==> config.mk <==
export PLATFORM = sky130hd
export DESIGN_NAME = imem_arbiter
export DESIGN_NICKNAME = d
export VERILOG_FILES = /design/src/rtl/imem_pkg.sv /design/src/rtl/imem_starve_ctr.sv /design/src/rtl/imem_arbiter.sv
export SDC_FILE = /design/constraint.sdc
export NUM_CORES = 1
export LEC_CHECK = 0
export ABC_AREA = 1
export ABC_CLOCK_PERIOD_IN_PS = 1700
export CORE_ASPECT_RATIO = 1.2
export CORE_MARGIN = 2
export CORE_UTILIZATION = 38
export DETAILED_ROUTE_END_ITERATION = 10
export PLACE_DENSITY = 0.81
export SLEW_MARGIN = 20
export SYNTH_ARGS = -nofsm -noshare
export SYNTH_HDL_FRONTEND = slang
export SYNTH_SLANG_ARGS = --single-unit
==> constraint.sdc <==
create_clock -name Clk -period 1.7 [get_ports Clk]
set_input_delay 0.255 -clock Clk [delete_from_list [all_inputs] [get_ports Clk]]
set_output_delay 0.255 -clock Clk [all_outputs]
set_load 0.005 [all_outputs]
==> src/rtl/imem_pkg.sv <==
// ============================================================================
// imem_pkg: shared constants, requester index and address-check helper
// Rev 1.0
// ============================================================================
`default_nettype none

package imem_pkg;

  localparam int unsigned IMEM_WORD_W = 32;
  localparam int unsigned IMEM_DEPTH  = 32;

  typedef enum logic {
    REQ_FETCH = 1'b0,
    REQ_DEBUG = 1'b1
  } req_idx_e;

  // True for a misaligned address or a word index beyond the memory.
  function automatic logic addr_is_bad(input logic [IMEM_WORD_W-1:0] addr,
                                       input int unsigned            depth);
    logic [IMEM_WORD_W-1:0] w_idx;
    w_idx = {2'b00, addr[IMEM_WORD_W-1:2]};
    return (w_idx >= depth) || (addr[1:0] != 2'b00);
  endfunction

endpackage

`default_nettype wire

==> src/rtl/imem_starve_ctr.sv <==
// ============================================================================
// imem_starve_ctr: saturating count of consecutive refused debug cycles
// Rev 1.0
// ============================================================================
`default_nettype none

module imem_starve_ctr
  import imem_pkg::*;
#(
  parameter int unsigned MAX_WAIT = 4,
  parameter int unsigned CNT_W    = $clog2(MAX_WAIT + 1)
) (
  input  logic clk,
  input  logic rst,
  input  logic i_req,
  input  logic i_gnt,
  output logic o_sat
);

  localparam logic [CNT_W-1:0] C_MAX = CNT_W'(MAX_WAIT);
  localparam logic [CNT_W-1:0] C_ONE = CNT_W'(1);

  logic [CNT_W-1:0] r_cnt;

  always_ff @(posedge clk) begin
    if (rst || !i_req || i_gnt) begin
      r_cnt <= '0;
    end else if (r_cnt != C_MAX) begin
      r_cnt <= r_cnt + C_ONE;
    end
  end

  assign o_sat = (r_cnt == C_MAX);

endmodule

`default_nettype wire

==> src/rtl/imem_arbiter.sv <==
// ============================================================================
// imem_arbiter: two-port (fetch/debug) arbiter for a combinational instruction
// memory. Optional macro: IMEM_ARB_ADDR_CHECK_EN enables address-error flags.
// Rev 1.0
// ============================================================================
`default_nettype none

module imem_arbiter
  import imem_pkg::*;
#(
  parameter int unsigned DEPTH    = IMEM_DEPTH,
  parameter int unsigned MAX_WAIT = 4
) (
  input  logic                   Clk,
  input  logic                   Rst,
  input  logic                   f_req,
  input  logic [IMEM_WORD_W-1:0] f_addr,
  output logic                   f_gnt,
  output logic                   f_rvalid,
  output logic [IMEM_WORD_W-1:0] f_rdata,
  output logic                   f_rerr,
  input  logic                   d_req,
  input  logic [IMEM_WORD_W-1:0] d_addr,
  output logic                   d_gnt,
  output logic                   d_rvalid,
  output logic [IMEM_WORD_W-1:0] d_rdata,
  output logic                   d_rerr,
  output logic [IMEM_WORD_W-1:0] mem_addr,
  input  logic [IMEM_WORD_W-1:0] mem_inst
);

`ifdef IMEM_ARB_ADDR_CHECK_EN
  localparam logic C_ADDR_CHECK = 1'b1;
`else
  localparam logic C_ADDR_CHECK = 1'b0;
`endif

  logic                   w_starved;
  logic                   w_f_gnt;
  logic                   w_d_gnt;
  req_idx_e               w_winner;
  logic                   w_err;
  logic [IMEM_WORD_W-1:0] w_load;

  logic                   r_f_rvalid;
  logic                   r_d_rvalid;
  logic [IMEM_WORD_W-1:0] r_f_rdata;
  logic [IMEM_WORD_W-1:0] r_d_rdata;

  imem_starve_ctr #(
    .MAX_WAIT (MAX_WAIT)
  ) u_starve_ctr (
    .clk   (Clk),
    .rst   (Rst),
    .i_req (d_req),
    .i_gnt (w_d_gnt),
    .o_sat (w_starved)
  );

  // Fetch has priority unless debug has been refused MAX_WAIT cycles in a row.
  always_comb begin
    w_f_gnt  = 1'b0;
    w_d_gnt  = 1'b0;
    w_winner = REQ_FETCH;
    if (!Rst) begin
      if (d_req && (w_starved || !f_req)) begin
        w_d_gnt  = 1'b1;
        w_winner = REQ_DEBUG;
      end else if (f_req) begin
        w_f_gnt  = 1'b1;
      end
    end
  end

  assign mem_addr = (w_winner == REQ_DEBUG) ? d_addr : f_addr;
  assign w_err    = C_ADDR_CHECK && addr_is_bad(mem_addr, DEPTH);
  assign w_load   = w_err ? '0 : mem_inst;

  always_ff @(posedge Clk) begin
    if (Rst) begin
      r_f_rvalid <= 1'b0;
      r_d_rvalid <= 1'b0;
      r_f_rdata  <= '0;
      r_d_rdata  <= '0;
    end else begin
      r_f_rvalid <= w_f_gnt;
      r_d_rvalid <= w_d_gnt;
      if (w_f_gnt) r_f_rdata <= w_load;
      if (w_d_gnt) r_d_rdata <= w_load;
    end
  end

`ifdef IMEM_ARB_ADDR_CHECK_EN
  logic r_f_rerr;
  logic r_d_rerr;

  always_ff @(posedge Clk) begin
    if (Rst) begin
      r_f_rerr <= 1'b0;
      r_d_rerr <= 1'b0;
    end else begin
      r_f_rerr <= w_f_gnt && w_err;
      r_d_rerr <= w_d_gnt && w_err;
    end
  end

  assign f_rerr = r_f_rerr;
  assign d_rerr = r_d_rerr;
`else
  assign f_rerr = 1'b0;
  assign d_rerr = 1'b0;
`endif

  assign f_gnt    = w_f_gnt;
  assign d_gnt    = w_d_gnt;
  assign f_rvalid = r_f_rvalid;
  assign d_rvalid = r_d_rvalid;
  assign f_rdata  = r_f_rdata;
  assign d_rdata  = r_d_rdata;

endmodule

`default_nettype wire
==> impl_metrics.toml <==
[sta]
finalCritPeriodShare_pct = 110
setup_slack_ns = -0.175
hold_violations = 0
slew_viol_final = 0
post-route-min-period_ns = 1.88
clock.fmax_mhz = 533
rsz0062_at_grt = "true"
setup_violations = 33
fin_skew_ns = 0.00734

[cells_and_area]
area_delta_synth_final_pct = 79.9
antennaDiodeCount = 0
final_cell_area_mm2 = 0.00624
nets = 878
final_common_cell = "clkdlybuf4s50_1"
drive_above_1_share_pct = 20.5
layout_common_cells = "clkdlybuf4s50_1, nand2_1, nand3_1"

[grt]
grt_antenna_before_repair = 0
grt_pass1_vias = 4082
grt_max_degree = 39
grtUsageTotal_pct = 25.8
grt-ovfl-total = 0
grt_pass1_wl_um = 20400

[route]
drtIter0Drc = 166
vias = 4213
ant_nets = 0
routed.top_layer = "met4"
met1_length_um = 4960
dr_wl_met3_um = 937
drt_pass1_iterations = 6
drc = 0
finalWirelength_um = 13400
routedWlPerCell_um = 14.9
wl_met2_um = 7090
via_per_inst = 4.68

[job]
cap_viol_max_count = 0

[setup_path]
arrival_ns = 1.62
timing.critical_path.required_ns = 1.44
critPathKind = "reg -> out"
end_kind = "primary output"
critPathMaxFanout = 7
startpoint_type = "register"

[place]
gp_congestion = 0.812
placed_area_mm2 = 0.00560
post-dp-hpwl_um = 8430
portBuffers = 199

[synth]
netlist_area_mm2 = 0.00347
yosys_warnings = 0
synth_cells = 554
avgSynthCellArea_um2 = 6.26
synth-seq-cells = 69
ys_seq_area_share_pct = 39.8
yosysUniqueCellTypes = 15

[hold_path]
hold_path_class = "in -> reg"

[cts]
root_buffer = "clkbuf_8"
worstSkewPairLatency_ns = 0.34
cts.path.max_buffers = 2
clk_pin_slew_ns = 0.08
numCtsBuffers = 9
cts_hold_buffers = 0
htreeDepth = 3
cts_tree = "yes"
clkSinkCount = 69

[floorplanning]
core-area_mm2 = 0.00894
placementRows = 38
dieArea_mm2 = 0.00991
die_w_um = 91.2
initial_core_util_pct = 38.8
ios = 202
die_h_um = 109

[power]
ir_drop_mv = 0.567
p_per_area_mw_per_mm2 = 671
p_leak_nw = 2.96
total_power_mw = 4.19

[status]
violations = "negative setup slack"
status = "finished, violations left"
timing repair:
action,CTS,global route
buffers inserted,18,7
pin swaps,5,5
endpoints found under the setup margin,34,34
resized for setup,176,55
cloned,6,1
kinds of logic after synthesis:
group                    Yosys count  share of synthesized area, %
buffers and inverters            113                          15.3
AND/OR/NAND/NOR                  368                          43.8
flip-flops                        69                          39.8
adder cells (fa/ha/maj)            2                         0.721
other                              1                         0.108
XOR/XNOR                           1                         0.252
synthesized netlist by cell type (all sizes together):
master,count,share of area [%]
conb,1,0.11
dfxtp,69,40
nand3,99,14
nand2,200,22
buf,34,6.7
inv,74,8.0
clkbuf,5,0.54
ha,2,0.72
nor2,69,7.6
xnor2,1,0.25
registers in the layout, indices dropped and copies added (netlist names):
register and flops:
f_rvalid 1, d_rdata 32, d_rvalid 1, u_starve_ctr.r_cnt 3, f_rdata 32
where the power goes:
| group | leakage [nW] | internal [mW] | switching, mW |
|---|---|---|---|
| Clock | 0.106 | 0.715 | 0.625 |
| Sequential | 0.569 | 1.72 | 0.0555 |
| Combinational | 2.28 | 0.627 | 0.449 |
final timing paths:
check | from | to | slack, ns | cells past startpoint
worst min register to register | u_starve_ctr.r_cnt[0] | u_starve_ctr.r_cnt[0] | 0.51 | 2
worst min-delay path | mem_inst[26] | f_rdata[26] | 0.51 | 3
worst max-delay path | u_starve_ctr.r_cnt[1] | mem_addr[21] | -0.18 | 10
worst max register to register | u_starve_ctr.r_cnt[1] | d_rdata[15] | 0.15 | 10
final cells by class:
type / count / area (um^2)
fill: 774 / 2700
timing repair buffer: 249 / 2420
multi-input combinational: 373 / 1800
sequential: 69 / 1380
inverter: 74 / 278
tap: 120 / 150
clock buffer: 10 / 138
clock inverter: 6 / 62.6
metrics by stage:
step	cells	setup TNS [ns]	hold WS (ns)	setup WS [ns]	utilization [%]
after floorplan	555	0	0.396	0.235	-
after global placement	861	-14.52	0.497	-0.416	62.7
after detailed placement	861	-15.38	0.505	-0.448	62.7
after CTS	899	-7.36	0.500	-0.279	68.3
after global routing	901	-6.34	0.512	-0.252	69.8
final	901	-3.86	0.509	-0.175	69.8
layer usage:
metal	vias to the layer above	global-route usage (%)
met3	33	6.22
met2	185	49.3
met4	0	11.5
met1	1896	26.8
met5	-	0
li1	2099	-
worst max-delay path, cell delays in order, from the launching register on:
cell,delay (ns)
dfxtp_2,0.34
inv_2,0.04
ha_4,0.16
nand2_4,0.08
nand2_8,0.07
nand2_8,0.11
buf_12,0.12
buf_12,0.14
nand2_2,0.05
nand2_1,0.05
buf_2,0.11
No activity file was read; power rests on OpenSTA's default activity.
